### src/rtl/ps2_host_tx_if.sv
// Host-side PS/2 transmit bundle: byte handshake, raw line levels, open-drain enables and status.
interface ps2_host_tx_if;
  logic [7:0] tx_data;
  logic       tx_valid;
  logic       tx_ready;
  logic       ps2_clk;
  logic       ps2_data;
  logic       ps2_clk_oe;
  logic       ps2_data_oe;
  logic       busy;
  logic       done;
  logic       error;

  // master: the environment that supplies bytes and line levels.
  modport master (
    output tx_data, tx_valid, ps2_clk, ps2_data,
    input  tx_ready, ps2_clk_oe, ps2_data_oe, busy, done, error
  );

  // slave: the transmitter itself.
  modport slave (
    input  tx_data, tx_valid, ps2_clk, ps2_data,
    output tx_ready, ps2_clk_oe, ps2_data_oe, busy, done, error
  );
endinterface

### src/rtl/ps2_host_tx.sv
// PS/2 host-to-device command transmitter (inhibit, request-to-send, 10 clocked bits, ack).
// Macro PS2_TX_ACK_CHECK_EN: when defined, a high data line in the ack slot is reported as error.
module ps2_host_tx #(
  parameter int INHIBIT_CYCLES = 5000,
  parameter int TIMEOUT_CYCLES = 750000
) (
  input logic         clk,
  input logic         clrn,
  ps2_host_tx_if.slave bus
);

`ifdef PS2_TX_ACK_CHECK_EN
  localparam bit ACK_CHECK = 1'b1;
`else
  localparam bit ACK_CHECK = 1'b0;
`endif

  localparam int MAX_COUNT = (INHIBIT_CYCLES > TIMEOUT_CYCLES) ? INHIBIT_CYCLES : TIMEOUT_CYCLES;
  localparam int CW        = $clog2(MAX_COUNT + 1);

  typedef enum logic [2:0] {IDLE, INHIBIT, REQ, SEND, ACK} state_t;

  state_t        state;
  logic [2:0]    clk_sync;
  logic [1:0]    data_sync;
  logic [9:0]    frame;
  logic [3:0]    idx;
  logic [CW-1:0] cnt;
  logic          clk_oe, data_oe, ready, busy_q, done_q, error_q;
  logic          fall;

  assign fall = clk_sync[2] & ~clk_sync[1];

  // NOTE: every register here is assigned with <= so all state updates see pre-edge values;
  // synchronizers reset to ones because both PS/2 lines idle high, so no false edge follows reset.
  always_ff @(posedge clk or negedge clrn) begin
    if (!clrn) begin
      state     <= IDLE;
      clk_sync  <= '1;
      data_sync <= '1;
      frame     <= '1;
      idx       <= '0;
      cnt       <= '0;
      clk_oe    <= 1'b0;
      data_oe   <= 1'b0;
      ready     <= 1'b1;
      busy_q    <= 1'b0;
      done_q    <= 1'b0;
      error_q   <= 1'b0;
    end else begin
      clk_sync  <= {clk_sync[1:0], bus.ps2_clk};
      data_sync <= {data_sync[0], bus.ps2_data};
      done_q    <= 1'b0;
      error_q   <= 1'b0;

      case (state)
        IDLE: begin
          if (bus.tx_valid) begin
            frame  <= {1'b1, ~^bus.tx_data, bus.tx_data};
            cnt    <= '0;
            clk_oe <= 1'b1;
            ready  <= 1'b0;
            busy_q <= 1'b1;
            state  <= INHIBIT;
          end
        end

        INHIBIT: begin
          cnt <= cnt + 1'b1;
          // Start bit goes out one cycle early so it overlaps the last inhibit cycle.
          if (cnt == CW'(INHIBIT_CYCLES - 2)) data_oe <= 1'b1;
          if (cnt == CW'(INHIBIT_CYCLES - 1)) begin
            clk_oe <= 1'b0;
            cnt    <= '0;
            state  <= REQ;
          end
        end

        REQ, SEND, ACK: begin
          if (state == REQ) begin
            idx   <= '0;
            cnt   <= cnt + 1'b1;
            state <= SEND;
          end else if (fall) begin
            cnt <= '0;
            if (state == SEND) begin
              data_oe <= ~frame[idx];
              if (idx == 4'd9) state <= ACK;
              else             idx   <= idx + 1'b1;
            end else begin
              if (ACK_CHECK && data_sync[1]) error_q <= 1'b1;
              else                           done_q  <= 1'b1;
              data_oe <= 1'b0;
              ready   <= 1'b1;
              busy_q  <= 1'b0;
              state   <= IDLE;
            end
          end else if (cnt == CW'(TIMEOUT_CYCLES - 1)) begin
            error_q <= 1'b1;
            clk_oe  <= 1'b0;
            data_oe <= 1'b0;
            ready   <= 1'b1;
            busy_q  <= 1'b0;
            state   <= IDLE;
          end else begin
            cnt <= cnt + 1'b1;
          end
        end

        default: state <= IDLE;
      endcase
    end
  end

  assign bus.tx_ready    = ready;
  assign bus.ps2_clk_oe  = clk_oe;
  assign bus.ps2_data_oe = data_oe;
  assign bus.busy        = busy_q;
  assign bus.done        = done_q;
  assign bus.error       = error_q;

endmodule

### src/flat_wrapper.sv
// flat-port wrapper written by rule: the top's interface ports become plain ports
module ps2_host_tx_flat 
#(
  parameter int INHIBIT_CYCLES = 5000,
  parameter int TIMEOUT_CYCLES = 750000
)
  (clk, clrn, bus_tx_data, bus_tx_valid, bus_ps2_clk, bus_ps2_data, bus_tx_ready, bus_ps2_clk_oe, bus_ps2_data_oe, bus_busy, bus_done, bus_error);
  ps2_host_tx_if bus_i ();
  input logic clk;
  input logic clrn;
  input wire logic [$bits(bus_i.tx_data)-1:0] bus_tx_data;
  input wire logic [$bits(bus_i.tx_valid)-1:0] bus_tx_valid;
  input wire logic [$bits(bus_i.ps2_clk)-1:0] bus_ps2_clk;
  input wire logic [$bits(bus_i.ps2_data)-1:0] bus_ps2_data;
  output wire logic [$bits(bus_i.tx_ready)-1:0] bus_tx_ready;
  output wire logic [$bits(bus_i.ps2_clk_oe)-1:0] bus_ps2_clk_oe;
  output wire logic [$bits(bus_i.ps2_data_oe)-1:0] bus_ps2_data_oe;
  output wire logic [$bits(bus_i.busy)-1:0] bus_busy;
  output wire logic [$bits(bus_i.done)-1:0] bus_done;
  output wire logic [$bits(bus_i.error)-1:0] bus_error;
  assign bus_i.tx_data = bus_tx_data;
  assign bus_i.tx_valid = bus_tx_valid;
  assign bus_i.ps2_clk = bus_ps2_clk;
  assign bus_i.ps2_data = bus_ps2_data;
  assign bus_tx_ready = bus_i.tx_ready;
  assign bus_ps2_clk_oe = bus_i.ps2_clk_oe;
  assign bus_ps2_data_oe = bus_i.ps2_data_oe;
  assign bus_busy = bus_i.busy;
  assign bus_done = bus_i.done;
  assign bus_error = bus_i.error;
  ps2_host_tx #(.INHIBIT_CYCLES(INHIBIT_CYCLES), .TIMEOUT_CYCLES(TIMEOUT_CYCLES)) u_core (.clk(clk), .clrn(clrn), .bus(bus_i));
endmodule
### config.mk
export PLATFORM = sky130hd
export DESIGN_NAME = ps2_host_tx_flat
export DESIGN_NICKNAME = d
export VERILOG_FILES = /design/src/rtl/ps2_host_tx_if.sv /design/src/rtl/ps2_host_tx.sv /design/src/flat_wrapper.sv
export SDC_FILE = /design/constraint.sdc
export NUM_CORES = 1
export LEC_CHECK = 0
export ABC_AREA = 1
export BUFFER_PORTS_ARGS = -buffer_cell sky130_fd_sc_hd__buf_2
export CAP_MARGIN = 20
export CORE_MARGIN = 2
export CORE_UTILIZATION = 31
export CTS_CLUSTER_DIAMETER = 80
export DETAILED_ROUTE_END_ITERATION = 6
export HOLD_SLACK_MARGIN = 0.02
export MAX_ROUTING_LAYER = met4
export PLACE_DENSITY_LB_ADDON = 0.05
export REMOVE_ABC_BUFFERS = 1
export SYNTH_ARGS = -nofsm -noshare
export SYNTH_HDL_FRONTEND = slang
export SYNTH_SLANG_ARGS = --single-unit
### constraint.sdc
create_clock -name clk -period 2.3 [get_ports clk]
set_clock_uncertainty 0.1 [all_clocks]
set_input_delay 0.345 -clock clk [delete_from_list [all_inputs] [get_ports clk]]
set_output_delay 0.345 -clock clk [all_outputs]
set_load 0.02 [all_outputs]
Yosys cells after proc, flatten, opt, wreduce, memory -nomap -nowiden

Cells that the tools add are included.

Register bits after elaboration: 45
Latch bits: 0
Memory bits (writable): 0
Memory bits (read-only): 0
Input bits: 13
Word-level logic and storage cells: 101
Memories: 0

Add/subtract/negate cells: 2
Multiply operators: 0
Div/mod/pow operators: 0
$lt $le $gt $ge: 1
Eq/ne operators: 20
Shift-type cells: 0
Multiplexer cells: 49
Bitwise operators: 3
Reduce and logical (&&, ||, !) cells: 15

Operators with widths:

| kind                                                                         | number |
|---|---|
| 20-bit 2-to-1 mux                                                            | 5 |
| 20-bit case mux with 3 select lines                                          | 1 |
| 20-bit by 13-bit == test with 1-bit output, second input constant            | 2 |
| 1-bit 2-to-1 mux                                                             | 26 |
| 3-bit 2-to-1 mux                                                             | 7 |
| 20-bit by 1-bit adder with 20-bit output, second input constant              | 1 |
| 20-bit == test, second input constant                                        | 1 |
| 4-bit 2-to-1 mux                                                             | 4 |
| 4-bit AND reduction                                                          | 3 |
| 3-bit case mux with 3 select lines                                           | 1 |
| 2-bit by 1-bit != test with 1-bit output, second input constant              | 4 |
| 2-bit nonzero test                                                           | 4 |
| 8-bit XNOR reduction                                                         | 1 |
| 3-bit by 2-bit == test with 1-bit output, second input constant              | 2 |
| 2-bit != test, second input constant                                         | 3 |
| 1-bit case mux with 2 select lines                                           | 3 |
| 6-bit AND reduction                                                          | 1 |
| 4-bit by 5-bit less-than comparator with 1-bit output, second input constant | 1 |
| 5-bit != test, second input constant                                         | 1 |
| 5-bit AND reduction                                                          | 1 |
| 4-bit by 1-bit adder with 4-bit output, second input constant                | 1 |
| 1-bit binary-select mux with 4-bit select                                    | 1 |
| 4-bit == test, second input constant                                         | 1 |
| 4-bit by 1-bit != test with 1-bit output, second input constant              | 1 |
| other kinds (13)                                                             | 14 |

Logic depth before layout (Yosys ltp)

Word-level depth: 7
Mapped depth: 12

Worst setup path before layout

No wires, ideal clock.

Path type: reg-to-reg
Start point: register u_core.cnt[1]
End point: register u_core.cnt[4]
Library setup time: 0.120 ns
Arrival time: 1.473 ns
Slack: 0.607 ns
Stages on the path, launching flop included: 12
Buffers on the path: 1
Period minus slack after synthesis: 1.693 ns
Cells stage by stage: dfrtp_1 -> ha_1 -> nand3_2 -> inv_1 -> nand2_1 -> nor2_1 -> nand3_2 -> nand2_1 -> inv_2 -> buf_6 -> o21ai_1 -> nand2_1

Cells in the longest elaborated chain, start to end: 5
Elaborated cells between the ends (all ways): 10
Classes of those cells: add/sub (1); eq/ne (3); mux (5); reduce/logical (1)

Ends and longest elaborated chain:

| element                                  | line                                                     | RTL |
|---|---|---|
| from (decl)                              | ps2_host_tx.sv:28                                        | `logic [CW-1:0] cnt;` |
| from (signal assigned)                   | ps2_host_tx.sv:69                                        | `cnt <= cnt + 1'b1;` |
| from (signal assigned)                   | ps2_host_tx.sv:82                                        | `cnt <= cnt + 1'b1;` |
| from (signal assigned)                   | ps2_host_tx.sv:106                                       | `cnt <= cnt + 1'b1;` |
| 20-bit by 1-bit adder with 20-bit output | ps2_host_tx.sv:69, ps2_host_tx.sv:82, ps2_host_tx.sv:106 |  |
| 20-bit 2-to-1 mux                        | ps2_host_tx.sv:98                                        | `end else if (cnt == CW'(TIMEOUT_CYCLES - 1)) begin` |
| 20-bit 2-to-1 mux                        | ps2_host_tx.sv:84                                        | `end else if (fall) begin` |
| 20-bit 2-to-1 mux                        | ps2_host_tx.sv:80                                        | `if (state == REQ) begin` |
| 20-bit case mux with 3 select lines      | ps2_host_tx.sv:56                                        | `case (state)` |

Several ways; a longest one is shown, not always the timed one. The select of a mux whose other input is x is not followed.
A chain may end at the register's enable or synchronous reset.

Worst setup path in the final report

Start point: register u_core.cnt[1]
End point: register u_core.cnt[16]

Same word-level chain as after synthesis.

==> metrics.txt <==
WS Path Type=flip-flop to flip-flop; Die X=101.8 microns; post-cts gate resize count=0; CP Max Fanout=11; PwrDens=1107 nW/um^2; Sw Pwr=0.001759 W; largest net degree at the start of global routing=19; Die H=101.8 microns; delay of the slowest cell on the worst path=0.43 ns; initial antenna violation count=0; DIE AREA=10370 sq um; Routed Antenna Nets=0; Fillers=1084; FF-to-FF End=u_core.cnt[16]; commonest non-fill, non-tap cell in the layout=nand2_1; clk slew on worst S/H paths=0.10 ns; crit-path cells=ha_1 -> nand3_2 -> inv_1 -> nand2_1 -> nor2_1 -> nand3_2 -> nand2_1 -> inv_2 -> nand2_2 -> inv_2 -> nor2_1; final setup vio count=0; hold depth=3; slew margin rel.=0.6364; Vias/cell=4.686; combinational power share=0.471; TritonCTS clock tree=done; crit-path leading delay family=simple AND/OR/NAND/NOR gates; Starting Density=0.3197; post-synthesis cell count=441; worst hold-check path type=primary input to flip-flop; status=finished, final reports clean; reg2reg path depth=11; First DRT Iteration DRCs=98; register area share after synthesis=0.3849; DR vias=2821; min Tclk post-route=2.037 ns; Clk Latency, worst-skew pair=0.31 ns; clock root buffer=clkbuf_8; router iterations before antenna repair=5; distinct cell type count after synthesis=34; drt wl/cell=13.44 microns; fin crit share=0.8857; clock power share=0.173; IO Port Bufs=17; Crit path required time=2.43 ns; Pleak=1.687 nW; global-route wire length before repair=14.18 mm; RSZ-0062 raised after global routing=no; Async SR Flop Fraction=1.000; P&R area growth vs syn=14.97%; Fmax=490.9 MHz; HP Start=bus_tx_data[2]; cell-internal power=0.002016 W; Main synth FF type=dfrtp_1; Detailed Place HPWL=6.105 mm; layout cell share with drive strength beyond 1=0.1480; Worst Max-Slew Pin Slew=0.5449 ns; final hold violations=0; Pins Over Slew Limit=0; clk buf depth=2; Avg Cell Area, Syn=6.730 sq um; synth top area cells=dfrtp_1, nand2_1, dfstp_2; crit start category=flip-flop; I/O pin count=19; Hold-fix buffers, CTS=2; setup tns final=0 ns; Sequential Power Share=0.355; Bufs and invs on worst path=3; clock net sink count=45; grt ovf=0; Synth Register Bits=45; Critical R2R Launch=u_core.cnt[1]; hold_ws=0.1365 ns; most frequent cells in the layout=nand2_1, nor2_1, inv_1, nand3_1, dfrtp_1; Hold Path Sink=u_core.frame[2]; layout net count=489; # H-tree levels=2; leading area contributor after synthesis=dfrtp_1; DRT Wirelength=8.092 mm; critical path data arrival time=2.17 ns; maxcap violations=0; CORE AREA=9284 sq um; GRT Total Usage=0.1794; total CTS buffers=5; CP Capture Type=flip-flop; setup slack, reg-to-reg=0.26 ns; gpl congestion=0.8831; Worst path slowest cell=dfrtp_1; Synth warnings=0; switching part of the total=0.4660; post-synth top area share=0.2698; worst vdd ir=487.2 uV; drc violations=0; Post-synth EDFFs=0; row count=35; synthesized area=2968 sq um; Ant. Diodes=0; post-CTS setup buffers=0; vias in the first global route=2908
[per-stage QoR]
step                      cells  utilization  cell area (sq um)  total power (W)  worst slack [ns]
after floorplan             429            -               2902         0.002506            0.2428
after global placement      592       0.3528               3276         0.003152            0.3487
after detailed placement    592       0.3528               3276         0.003148            0.3160
after CTS                   602       0.3675               3412         0.003835            0.2657
after global routing        602       0.3675               3412         0.004173           0.06532
final                       602       0.3675               3412         0.003775            0.2629
[power groups by stage]
stage	sequential (W)	combinational [W]	clock (W)
after floorplan	0.00135	0.00115	0
after global placement	0.00135	0.00180	0
after detailed placement	0.00135	0.00180	0
after CTS	0.00134	0.00180	0.000691
after global routing	0.00138	0.00207	0.000722
final	0.00134	0.00178	0.000655
[per-layer routing]
metal	vias to the layer above	part of all wire	GRT usage
li1	1471	-	-
met1	1309	0.48	0.2383
met2	36	0.48	0.2955
met3	5	0.030	0.02462
met4	0	0.0056	0.03385
met5	-	0	-
[flip-flops by register name, indices dropped and copies added, names as in the netlist]
| signal | cells |
|---|---|
| u_core.clk_sync | 3 |
| u_core.cnt | 20 |
| u_core.state | 3 |
| u_core.frame | 9 |
| u_core.bus.ps2_clk_oe | 1 |
| u_core.bus.done | 1 |
| u_core.bus.ps2_data_oe | 1 |
| u_core.bus.tx_ready | 1 |
| u_core.idx | 4 |
| u_core.bus.error | 1 |
| u_core.bus.busy | 1 |
[how the worst max path moves through the flow]
stage / startpoint / to / slack [ns] / cells after the start
4_1_cts: u_core.cnt[0] / u_core.cnt[16] / 0.27 / 11
3_5_place_dp: u_core.cnt[0] / u_core.cnt[14] / 0.32 / 11
2_1_floorplan: u_core.clk_sync[1] / u_core.cnt[13] / 0.24 / 10
6_report: u_core.cnt[1] / u_core.cnt[16] / 0.26 / 11
3_3_place_gp: u_core.cnt[0] / u_core.cnt[17] / 0.35 / 11
5_1_grt: u_core.cnt[1] / u_core.cnt[16] / 0.07 / 11
[cells by family (layout without fill, tap and decap cells)]
family / Yosys count / after routing / synth area share
AO/OA/AOI/OAI: 43 / 43 / 0.08643
XOR/XNOR: 9 / 9 / 0.02656
adder cells (fa/ha/maj): 4 / 4 / 0.01686
buffers and inverters: 73 / 105 / 0.09949
flip-flops: 45 / 45 / 0.3849
AND/OR/NAND/NOR: 267 / 267 / 0.3858
[worst reg2reg max path, delay by kind of cell (launching register included)]
family | cells | cell delay (ns)
DFF | 1 | 0.43
and+or+nand+nor | 7 | 0.78
buffers and inverters | 3 | 0.32
adders and majority gates | 1 | 0.33
[area by class of cell]
class / instances / area [sq um] / area share
inverter: 61 / 229.0 / 0.06711
clock inverter: 3 / 47.55 / 0.01393
clock buffer: 5 / 68.82 / 0.02017
multi-input combinational: 323 / 1530 / 0.4485
tap: 129 / 161.4 / 0.04730
sequential: 45 / 1142 / 0.3348
timing repair buffer: 36 / 232.7 / 0.06821
[synth_stat cells, types with 5 or more instances]
master	count
a21oi_1	9
buf_2	7
dfrtp_1	32
dfstp_2	13
inv_1	57
nand2_1	128
nand3_1	44
nand4_1	12
nor2_1	63
nor3_1	7
o211ai_1	5
o21ai_0	13
o21ai_1	7
xnor2_1	5
Power figures use the tool's default switching activity.
